`src/rtl/fight_data_control.sv`:
```
// Turn-based battle engine: loads both players' stats, alternates skill commits
// (p1 by keys, p2 by LFSR pick), animates each hit and declares the KO winner.
// Optional critical hits are compiled in with the FIGHT_CRIT_EN macro.
module fight_data_control #(
  parameter int unsigned ANIM_CYCLES = 100,
  parameter logic [7:0]  LFSR_SEED   = 8'h5A
) (
  input  logic       clk,
  input  logic       reset,
  input  logic [3:0] scene_state,
  input  logic       key_U,
  input  logic       key_D,
  input  logic       key_C,
  input  logic [7:0] p1_pokemon_hp,
  input  logic [7:0] p1_pokemon_speed,
  input  logic [7:0] p1_skill_1_damage,
  input  logic [7:0] p1_skill_2_damage,
  input  logic [7:0] p1_skill_3_damage,
  input  logic [7:0] p2_pokemon_hp,
  input  logic [7:0] p2_pokemon_speed,
  input  logic [7:0] p2_skill_1_damage,
  input  logic [7:0] p2_skill_2_damage,
  input  logic [7:0] p2_skill_3_damage,
  output logic [7:0] p1_cur_hp,
  output logic [7:0] p2_cur_hp,
  output logic [1:0] p1_cursor,
  output logic       turn,
  output logic [1:0] last_skill,
  output logic [7:0] last_damage,
  output logic       last_crit,
  output logic       anim_busy,
  output logic       fight_over,
  output logic [1:0] winner
);

  localparam int          DATA_W    = 8;
  localparam logic [26:0] ANIM_LAST = 27'(ANIM_CYCLES - 1);

  typedef enum logic [2:0] {IDLE, LOAD, P1_SEL, P2_SEL, ATTACK, CHECK, DONE} state_t;

  state_t            state, state_nxt;
  logic [7:0]        lfsr;
  logic [26:0]       anim_cnt;
  logic              in_fight, abort, commit, p2_attacks, anim_done;
  logic [1:0]        p2_pick, commit_skill;
  logic [DATA_W-1:0] base_dmg, eff_dmg, def_hp;

  function automatic logic [DATA_W-1:0] sat_sub(input logic [DATA_W-1:0] hp,
                                               input logic [DATA_W-1:0] dmg);
    return (hp > dmg) ? hp - dmg : '0;
  endfunction

`ifdef FIGHT_CRIT_EN
  function automatic logic [DATA_W-1:0] sat_double(input logic [DATA_W-1:0] dmg);
    logic [DATA_W:0] dbl;
    dbl = {dmg, 1'b0};
    return dbl[DATA_W] ? '1 : dbl[DATA_W-1:0];
  endfunction

  logic crit_hit;
  assign crit_hit = (lfsr[7:5] == 3'b111);
  assign eff_dmg  = crit_hit ? sat_double(base_dmg) : base_dmg;
`else
  assign eff_dmg   = base_dmg;
  assign last_crit = 1'b0;
`endif

  always_comb begin
    in_fight   = (scene_state == 4'd3);
    abort      = (state != IDLE) && !in_fight;
    p2_attacks = (state == P2_SEL);
    case (lfsr[1:0])
      2'd0:    p2_pick = 2'd1;
      2'd1:    p2_pick = 2'd2;
      2'd2:    p2_pick = 2'd3;
      default: p2_pick = 2'd1;
    endcase
    commit_skill = p2_attacks ? p2_pick : p1_cursor;
    commit       = !abort && ((state == P1_SEL && key_C) || p2_attacks);
    case ({p2_attacks, commit_skill})
      3'b0_01: base_dmg = p1_skill_1_damage;
      3'b0_10: base_dmg = p1_skill_2_damage;
      3'b0_11: base_dmg = p1_skill_3_damage;
      3'b1_01: base_dmg = p2_skill_1_damage;
      3'b1_10: base_dmg = p2_skill_2_damage;
      3'b1_11: base_dmg = p2_skill_3_damage;
      default: base_dmg = '0;
    endcase
    def_hp    = turn ? p1_cur_hp : p2_cur_hp;
    anim_done = (anim_cnt == ANIM_LAST);
  end

  // Free-running x^8+x^6+x^5+x^4+1 Fibonacci LFSR
  always_ff @(posedge clk) begin
    if (reset) lfsr <= LFSR_SEED;
    else       lfsr <= {lfsr[6:0], lfsr[7] ^ lfsr[5] ^ lfsr[4] ^ lfsr[3]};
  end

  always_ff @(posedge clk) begin
    if (reset) state <= IDLE;
    else       state <= state_nxt;
  end

  always_comb begin
    state_nxt = state;
    if (abort) begin
      state_nxt = IDLE;
    end else begin
      case (state)
        IDLE:    if (in_fight) state_nxt = LOAD;
        LOAD:    state_nxt = (p2_pokemon_speed > p1_pokemon_speed) ? P2_SEL : P1_SEL;
        P1_SEL:  if (key_C) state_nxt = ATTACK;
        P2_SEL:  state_nxt = ATTACK;
        ATTACK:  if (anim_done) state_nxt = CHECK;
        CHECK: begin
          if (def_hp == '0) state_nxt = DONE;
          else              state_nxt = turn ? P1_SEL : P2_SEL;
        end
        default: state_nxt = state;
      endcase
    end
  end

  always_ff @(posedge clk) begin
    if (reset) begin
      p1_cur_hp   <= '0;
      p2_cur_hp   <= '0;
      p1_cursor   <= 2'd1;
      turn        <= 1'b0;
      last_skill  <= 2'd0;
      last_damage <= '0;
      anim_busy   <= 1'b0;
      anim_cnt    <= '0;
      fight_over  <= 1'b0;
      winner      <= 2'd0;
`ifdef FIGHT_CRIT_EN
      last_crit   <= 1'b0;
`endif
    end else if (abort) begin
      // Leaving the scene keeps hp and result visible for the win scene
      anim_busy <= 1'b0;
    end else begin
      case (state)
        LOAD: begin
          p1_cur_hp   <= p1_pokemon_hp;
          p2_cur_hp   <= p2_pokemon_hp;
          p1_cursor   <= 2'd1;
          turn        <= (p2_pokemon_speed > p1_pokemon_speed);
          last_skill  <= 2'd0;
          last_damage <= '0;
          fight_over  <= 1'b0;
          winner      <= 2'd0;
`ifdef FIGHT_CRIT_EN
          last_crit   <= 1'b0;
`endif
        end
        P1_SEL: begin
          if (!key_C) begin
            if (key_U && !key_D && p1_cursor != 2'd1)
              p1_cursor <= p1_cursor - 2'd1;
            else if (key_D && !key_U && p1_cursor != 2'd3)
              p1_cursor <= p1_cursor + 2'd1;
          end
        end
        ATTACK: begin
          if (anim_done) anim_busy <= 1'b0;
          else           anim_cnt  <= anim_cnt + 27'd1;
        end
        CHECK: begin
          if (def_hp == '0) begin
            fight_over <= 1'b1;
            winner     <= turn ? 2'd2 : 2'd1;
          end else begin
            turn <= ~turn;
          end
        end
        default: ;
      endcase
      if (commit) begin
        if (p2_attacks) p1_cur_hp <= sat_sub(p1_cur_hp, eff_dmg);
        else            p2_cur_hp <= sat_sub(p2_cur_hp, eff_dmg);
        last_skill  <= commit_skill;
        last_damage <= eff_dmg;
        anim_cnt    <= '0;
        anim_busy   <= 1'b1;
`ifdef FIGHT_CRIT_EN
        last_crit   <= crit_hit;
`endif
      end
    end
  end

endmodule

```
`config.mk`:
```
export PLATFORM = sky130hd
export DESIGN_NAME = fight_data_control
export DESIGN_NICKNAME = d
export VERILOG_FILES = /design/src/rtl/fight_data_control.sv
export SDC_FILE = /design/constraint.sdc
export NUM_CORES = 1
export LEC_CHECK = 0
export CAP_MARGIN = 0
export CORE_UTILIZATION = 50
export DETAILED_ROUTE_END_ITERATION = 7
export PLACE_DENSITY_LB_ADDON = 0.3
export SLEW_MARGIN = 20
export SYNTH_ARGS = -nofsm -noshare
export SYNTH_HDL_FRONTEND = slang
export SYNTH_SLANG_ARGS = --single-unit
```
`constraint.sdc`:
```
create_clock -name clk -period 5.3 [get_ports clk]
set_input_delay 1.06 -clock clk [delete_from_list [all_inputs] [get_ports clk]]
set_output_delay 1.06 -clock clk [all_outputs]
set_load 0.05 [all_outputs]
```
; After elaboration in Yosys (flattened, before gate mapping)
; Cells that the tools add are included.
[classes]
addsub = 5
n_mul = 0
div = 0
magnitude_cmp = 3
n_eq_ne = 25
shift = 0
mux = 40
bitwise_logic = 5
reduce_logical = 29
[ops]
columns = operator, count
row1 = 8-bit 2-to-1 mux, 11
row2 = 27-bit 2-to-1 mux, 3
row3 = 8-bit one-hot mux with 6 select lines, 1
row4 = "27-bit by 1-bit adder with 27-bit output, second input constant", 1
row5 = "27-bit by 7-bit equality test with 1-bit output, second input constant", 1
row6 = 8-bit > comparator, 3
row7 = 3-bit one-hot mux with 6 select lines, 1
row8 = 2-bit 2-to-1 mux, 8
row9 = "2-bit != test, second input constant", 8
row10 = 8-bit subtractor, 2
row11 = "3-bit equality test, second input constant", 5
row12 = "3-bit by 2-bit equality test with 1-bit output, second input constant", 4
row13 = 3-bit 2-to-1 mux, 4
row14 = 2-bit one-hot mux with 2 select lines, 3
row15 = 2-bit nonzero test, 5
row16 = 3-bit AND reduction, 3
row17 = 8-bit logical NOT, 1
row18 = 4-bit AND reduction, 2
row19 = 1-bit logical AND, 7
row20 = 1-bit 2-to-1 mux, 7
row21 = "3-bit by 1-bit equality test with 1-bit output, second input constant", 2
row22 = 6-bit nonzero test, 1
row23 = "4-bit by 2-bit equality test with 1-bit output, second input constant", 1
row24 = 1-bit logical NOT, 4
row25 = 14 further kinds, 19
[totals]
reg_bits = 71
latch_bits = 0
ram_bits = 0
mem_bits_ro = 0
output_inout_bits = 34
elab_cells = 119
mem_count = 0

; Depth between registers and ports, before layout
[logic_depth]
depth_word = 9
mapped_depth = 16

; Worst setup path before layout
; No wires, ideal clock.
[synth_timing]
path_kind = reg2reg
from = register lfsr[1]
to = register p2_cur_hp[7]
setup_ns = 0.122
arrival_time_ns = 3.538
required_ns = 5.178
slack_ns = 1.640
stages_incl_launch_ff = 16
period_less_slack_ns = 3.660
path_cell_list = dfxtp_1 inv_1 ha_1 clkbuf_1 nor2b_1 clkbuf_1 nand2_1 o21ai_0 o21ai_0 ha_1 nor2b_1 o31a_1 o31a_1 o21ai_0 a21oi_1 a311o_1
[synth_between]
elab_chain_cells = 9
word_cells_on_any_way = 16
classes_between = add/sub (1) / order compare (1) / eq/ne (8) / mux (6)
[synth_rtl]
columns = element, line_no
row1 = "start, declared", 42  ; logic [7:0] lfsr;
row2 = "start signal, assigned", 96  ; else lfsr <= {lfsr[6:0], lfsr[7] ^ lfsr[5] ^ lfsr[4] ^ lfsr[3]};
row3 = 2-bit equality test or 2-bit by 1-bit equality test with 1-bit output (tied branches), 72  ; case (lfsr[1:0])
row4 = 2-bit one-hot mux with 2 select lines (*), 72
row5 = 2-bit 2-to-1 mux (*), 78  ; commit_skill = p2_attacks ? p2_pick : p1_cursor;
row6 = "3-bit equality test, or another cell as far along", 80  ; case ({p2_attacks, commit_skill})
row7 = 8-bit one-hot mux with 6 select lines (*), 80
row8 = 8-bit subtractor or 8-bit > comparator (tied branches), 50  ; return (hp > dmg) ? hp - dmg : '0;
row9 = 8-bit 2-to-1 mux (*), 50
row10 = 8-bit 2-to-1 mux (*), 180  ; if (p2_attacks) p1_cur_hp <= sat_sub(p1_cur_hp, eff_dmg);
row11 = 8-bit 2-to-1 mux (*), 179  ; if (commit) begin
row12 = "end signal, assigned", 146  ; p2_cur_hp <= p2_pokemon_hp;
row13 = "end signal, assigned", 181  ; else p2_cur_hp <= sat_sub(p2_cur_hp, eff_dmg);
row14 = "end, declared", 25  ; output logic [7:0] p2_cur_hp,
; Mark *: on every way between the ends. The rest lies on a longest branch, timed or not.
; A chain may end at the register's enable or synchronous reset.

; Worst setup path in the final report
[layout_timing]
from = register state[1]
to = register p2_cur_hp[7]
[layout_between]
elab_chain_cells = 8
word_cells_on_any_way = 23
classes_between = add/sub (1) / order compare (1) / eq/ne (9) / mux (6) / reduce/logical (6)
[layout_rtl]
columns = element, line_no
row1 = "start, declared", 41  ; state_t state, state_nxt;
row2 = "start signal, assigned", 101  ; else state <= state_nxt;
row3 = 3-bit by 2-bit equality test with 1-bit output, 71  ; p2_attacks = (state == P2_SEL);
row4 = 2-bit 2-to-1 mux, 78
row5 = "3-bit equality test, or another cell as far along", 80
row6 = 8-bit one-hot mux with 6 select lines, 80
row7 = 8-bit subtractor or 8-bit > comparator (tied branches), 50
row8 = 8-bit 2-to-1 mux, 50
row9 = 8-bit 2-to-1 mux, 180
row10 = 8-bit 2-to-1 mux, 179
; Several ways; a longest one is shown, not always the timed one.

==> metrics.md <==
| Metric | Value |
|---|---|
| Run status | `complete, no violations` |
| Vias | `4696` |
| CTS clk-pin slew, worst paths | `0.08 ns` |
| Num CTS Buffers | `9` |
| Starting Density | `between 50% and 60%` |
| Register share of total power | `approximately two fifths` |
| Max Fanout on Critical Path | `25` |
| Slew @ Worst Pin | `slightly below 0.9 ns` |
| Hold path depth | `1` |
| Post-synth EDFFs | `0` |
| DPL Wire Length | `about 9700 um` |
| PwrDens | `241 mW/mm^2` |
| Max cap viols | `0` |
| Leak pwr | `~2.3 nW` |
| Final ANT Viol Nets | `0` |
| Post-synthesis cell type count | `66` |
| Hold Vio Cnt, Final | `0` |
| Final setup violation count | `0` |
| Worst skew pair latency | `approximately 0.36 ns` |
| Final period util | `around 73%` |
| Combinational fraction of design power | `just under 30%` |
| Overflow after GRT | `0` |
| Finished Cell Area | `between 0.006 and 0.007 mm^2` |
| Hold Crit Class | `reg -> reg` |
| Syn_area_per_cell | `8.18 um^2` |
| Ant diodes | `0` |
| # rows | `34` |
| First-pass GRT wire length | `approximately 22000 um` |
| Root Buffer | `clkbuf_8` |
| Drt pass-1 iters | `4` |
| Fillcell total | `between 700 and 800` |
| HP Start | `lfsr[2]` |
| Tot GR Track Use | `about 27%` |
| P_int | `0.000983 W` |
| Non-filler cells in the finished layout | `approximately 800` |
| Clock power share | `approximately 30%` |
| Max Clk Rate | `between 200 and 300 MHz` |
| Post-CTS Setup Bufs | `0` |
| Initial antenna violation count | `0` |
| Setup Skew | `0.0119 ns` |
| Net Count, Synth | `between 600 and 700` |
| I/O pin count | `around 120` |
| Top-count cell post-synth | `dfxtp_1` |
| Total wire length | `12900 um` |
| Drt via density | `5.91` |
| Area after DPL | `a little under 0.006 mm^2` |
| Die Footprint | `0.00974 mm^2` |
| Share of cells above drive strength 1 | `between 5 and 6%` |
| Area growth, synth to finish | `31.5%` |
| Critical Path AT | `just over 4 ns` |
| Path depth of the worst reg2reg path | `11` |
| H-tree depth | `3` |
| FF-to-FF setup slack | `between 1 and 1.5 ns` |
| #FFs+latches synth | `slightly above 70` |
| Nets | `between 800 and 900` |
| YS warnings | `0` |
| Mapped Cells | `between 500 and 600` |
| Post-synth top area share | `between 30% and 40%` |
| Die Wd | `between 90 and 100 um` |
| Initial drt markers | `~170` |
| Hold_buf cts | `0` |
| Detailed-route DRC error count | `0` |
| Core ar. | `approximately 0.009 mm^2` |
| Most instantiated cells after synthesis | `dfxtp_1 (71), nor2_1 (68), nand2_1 (40)` |
| IO buf count | `121` |
| # clock sinks | `71` |
| Cells after DPL | `~780` |
| Area contributors post-synth | `dfxtp_1 (30%), ha_1 (8.0%), nor2_1 (5.5%)` |
| CTS tree | `built` |
| Asr flop ratio synth | `0%` |
| Worst Hold Margin | `0.419 ns` |
| Post-Route Setup TNS | `0 ns` |
| CP Class | `reg -> reg` |
| Worst vdd ir | `0.122 mV` |
| Vias in the first global route | `~4.6k` |
| Die Height | `a little under 100 um` |
| NetSw | `slightly below 0.0005 W` |
| Seq/Total Area, Yosys | `30.4%` |
| CP endpoint kind | `flop` |
| RSZ-0062 raised after global routing | `no` |
| R2R Path End | `p2_cur_hp[7]` |
| Sw Ratio | `between 30% and 40%` |
| Pins Over Slew Limit | `0` |
| Largest net degree at the start of global routing | `44` |
| Mapped Area | `between 0.004 and 0.005 mm^2` |
| Startpoint types | `flop` |
| Post-CTS Resized | `0` |
| WHS Endpoint | `lfsr[3]` |
| Required time worst endpoint | `about 5.5 ns` |
| Wire length per cell | `roughly 16 um` |
| GP Congestion | `roughly 0.93` |
| R2R Path Start | `state[1]` |
| CTS Buffer Depth | `2` |
| Leading area contributor after synthesis | `dfxtp_1` |
| Fin crit period | `3.85 ns` |
| Rel. slew slack | `42.0%` |
| Main flop type after synthesis | `dfxtp_1` |
[power by group through the flow]
stage	clock, W	sequential [W]	combinational [W]
detailed placement	0	0.000609	0.000424
global route	0.000479	0.000604	0.000470
CTS	0.000453	0.000598	0.000427
global placement	0	0.000608	0.000412
floorplan	0	0.000618	0.000268
finish	0.000450	0.000599	0.000431
[worst max path at each step]
stage | from | to | cells past startpoint
6_report | state[1] | p2_cur_hp[7] | 11
5_1_grt | lfsr[1] | p2_cur_hp[7] | 13
4_1_cts | lfsr[1] | p2_cur_hp[7] | 13
3_5_place_dp | p2_skill_1_damage[0] | p2_cur_hp[7] | 13
3_3_place_gp | p2_skill_1_damage[0] | p2_cur_hp[7] | 13
2_1_floorplan | lfsr[1] | p2_cur_hp[7] | 15
[cell type report]
cell class              instances  area [um^2]  area share, %
multi-input cells             448         3050           49.6
clock buffers                   9          124           2.01
well taps                     108          135           2.20
inverters                      26         97.6           1.59
clock inverters                 7         78.8           1.28
repair buffers                125         1240           20.2
flip-flops and latches         71         1420           23.1
[cell usage in the layout, fill, tap and decap left out, types with 22 or more instances in the layout]
cell / synthesis / routed
a21oi_1: 39 / 39
clkdlybuf4s50_1: 0 / 121
dfxtp_1: 71 / 71
ha_1: 30 / 30
inv_1: 26 / 26
nand2_1: 40 / 40
nand3_1: 22 / 22
nor2_1: 68 / 68
o21ai_0: 23 / 23
xnor2_1: 29 / 29
[routing by layer]
layer  routed length (um)  share of wire, %  track usage (%)
met5                    0                 0                0
met4                  232               1.8             7.92
met3                  645               5.0             5.60
met2                 6530                51             49.8
met1                 5520                43             32.6
[worst max-delay path, stage by stage (launching register included)]
cell and delay, ns:
dfxtp_1 0.90, and2_1 0.54, a221oi_1 0.14, a21oi_1 0.27
ha_1 0.22, inv_1 0.05, fa_1 0.40, a21o_1 0.19
a21oi_1 0.24, o211ai_1 0.19, and4_1 0.25, a311o_1 0.34
[through the flow]
stage,setup WS [ns],total power (W),utilization (%)
finish,1.45,0.00148,69.2
global route,1.24,0.00155,69.2
CTS,1.48,0.00148,69.2
detailed placement,1.24,0.00103,66.9
global placement,1.35,0.00102,66.9
floorplan,1.64,0.000886,-
[state kept, by name (all words and copies together) (netlist names)]
signal       count
anim_busy        1
anim_cnt        27
fight_over       1
last_damage      8
last_skill       2
lfsr             8
p1_cur_hp        8
p1_cursor        2
p2_cur_hp        8
state            3
turn             1
winner           2
[cell families after synthesis]
group | after synthesis | synth area share (%)
AND/OR/NAND/NOR | 220 | 24.2
other | 1 | 0.0802
buffers and inverters | 53 | 4.39
AO/OA/AOI/OAI | 138 | 20.8
XOR/XNOR | 34 | 6.37
adder cells (fa/ha/maj) | 32 | 8.88
multiplexers | 23 | 4.98
flip-flops | 71 | 30.4
(Power assumes the default switching activity.)
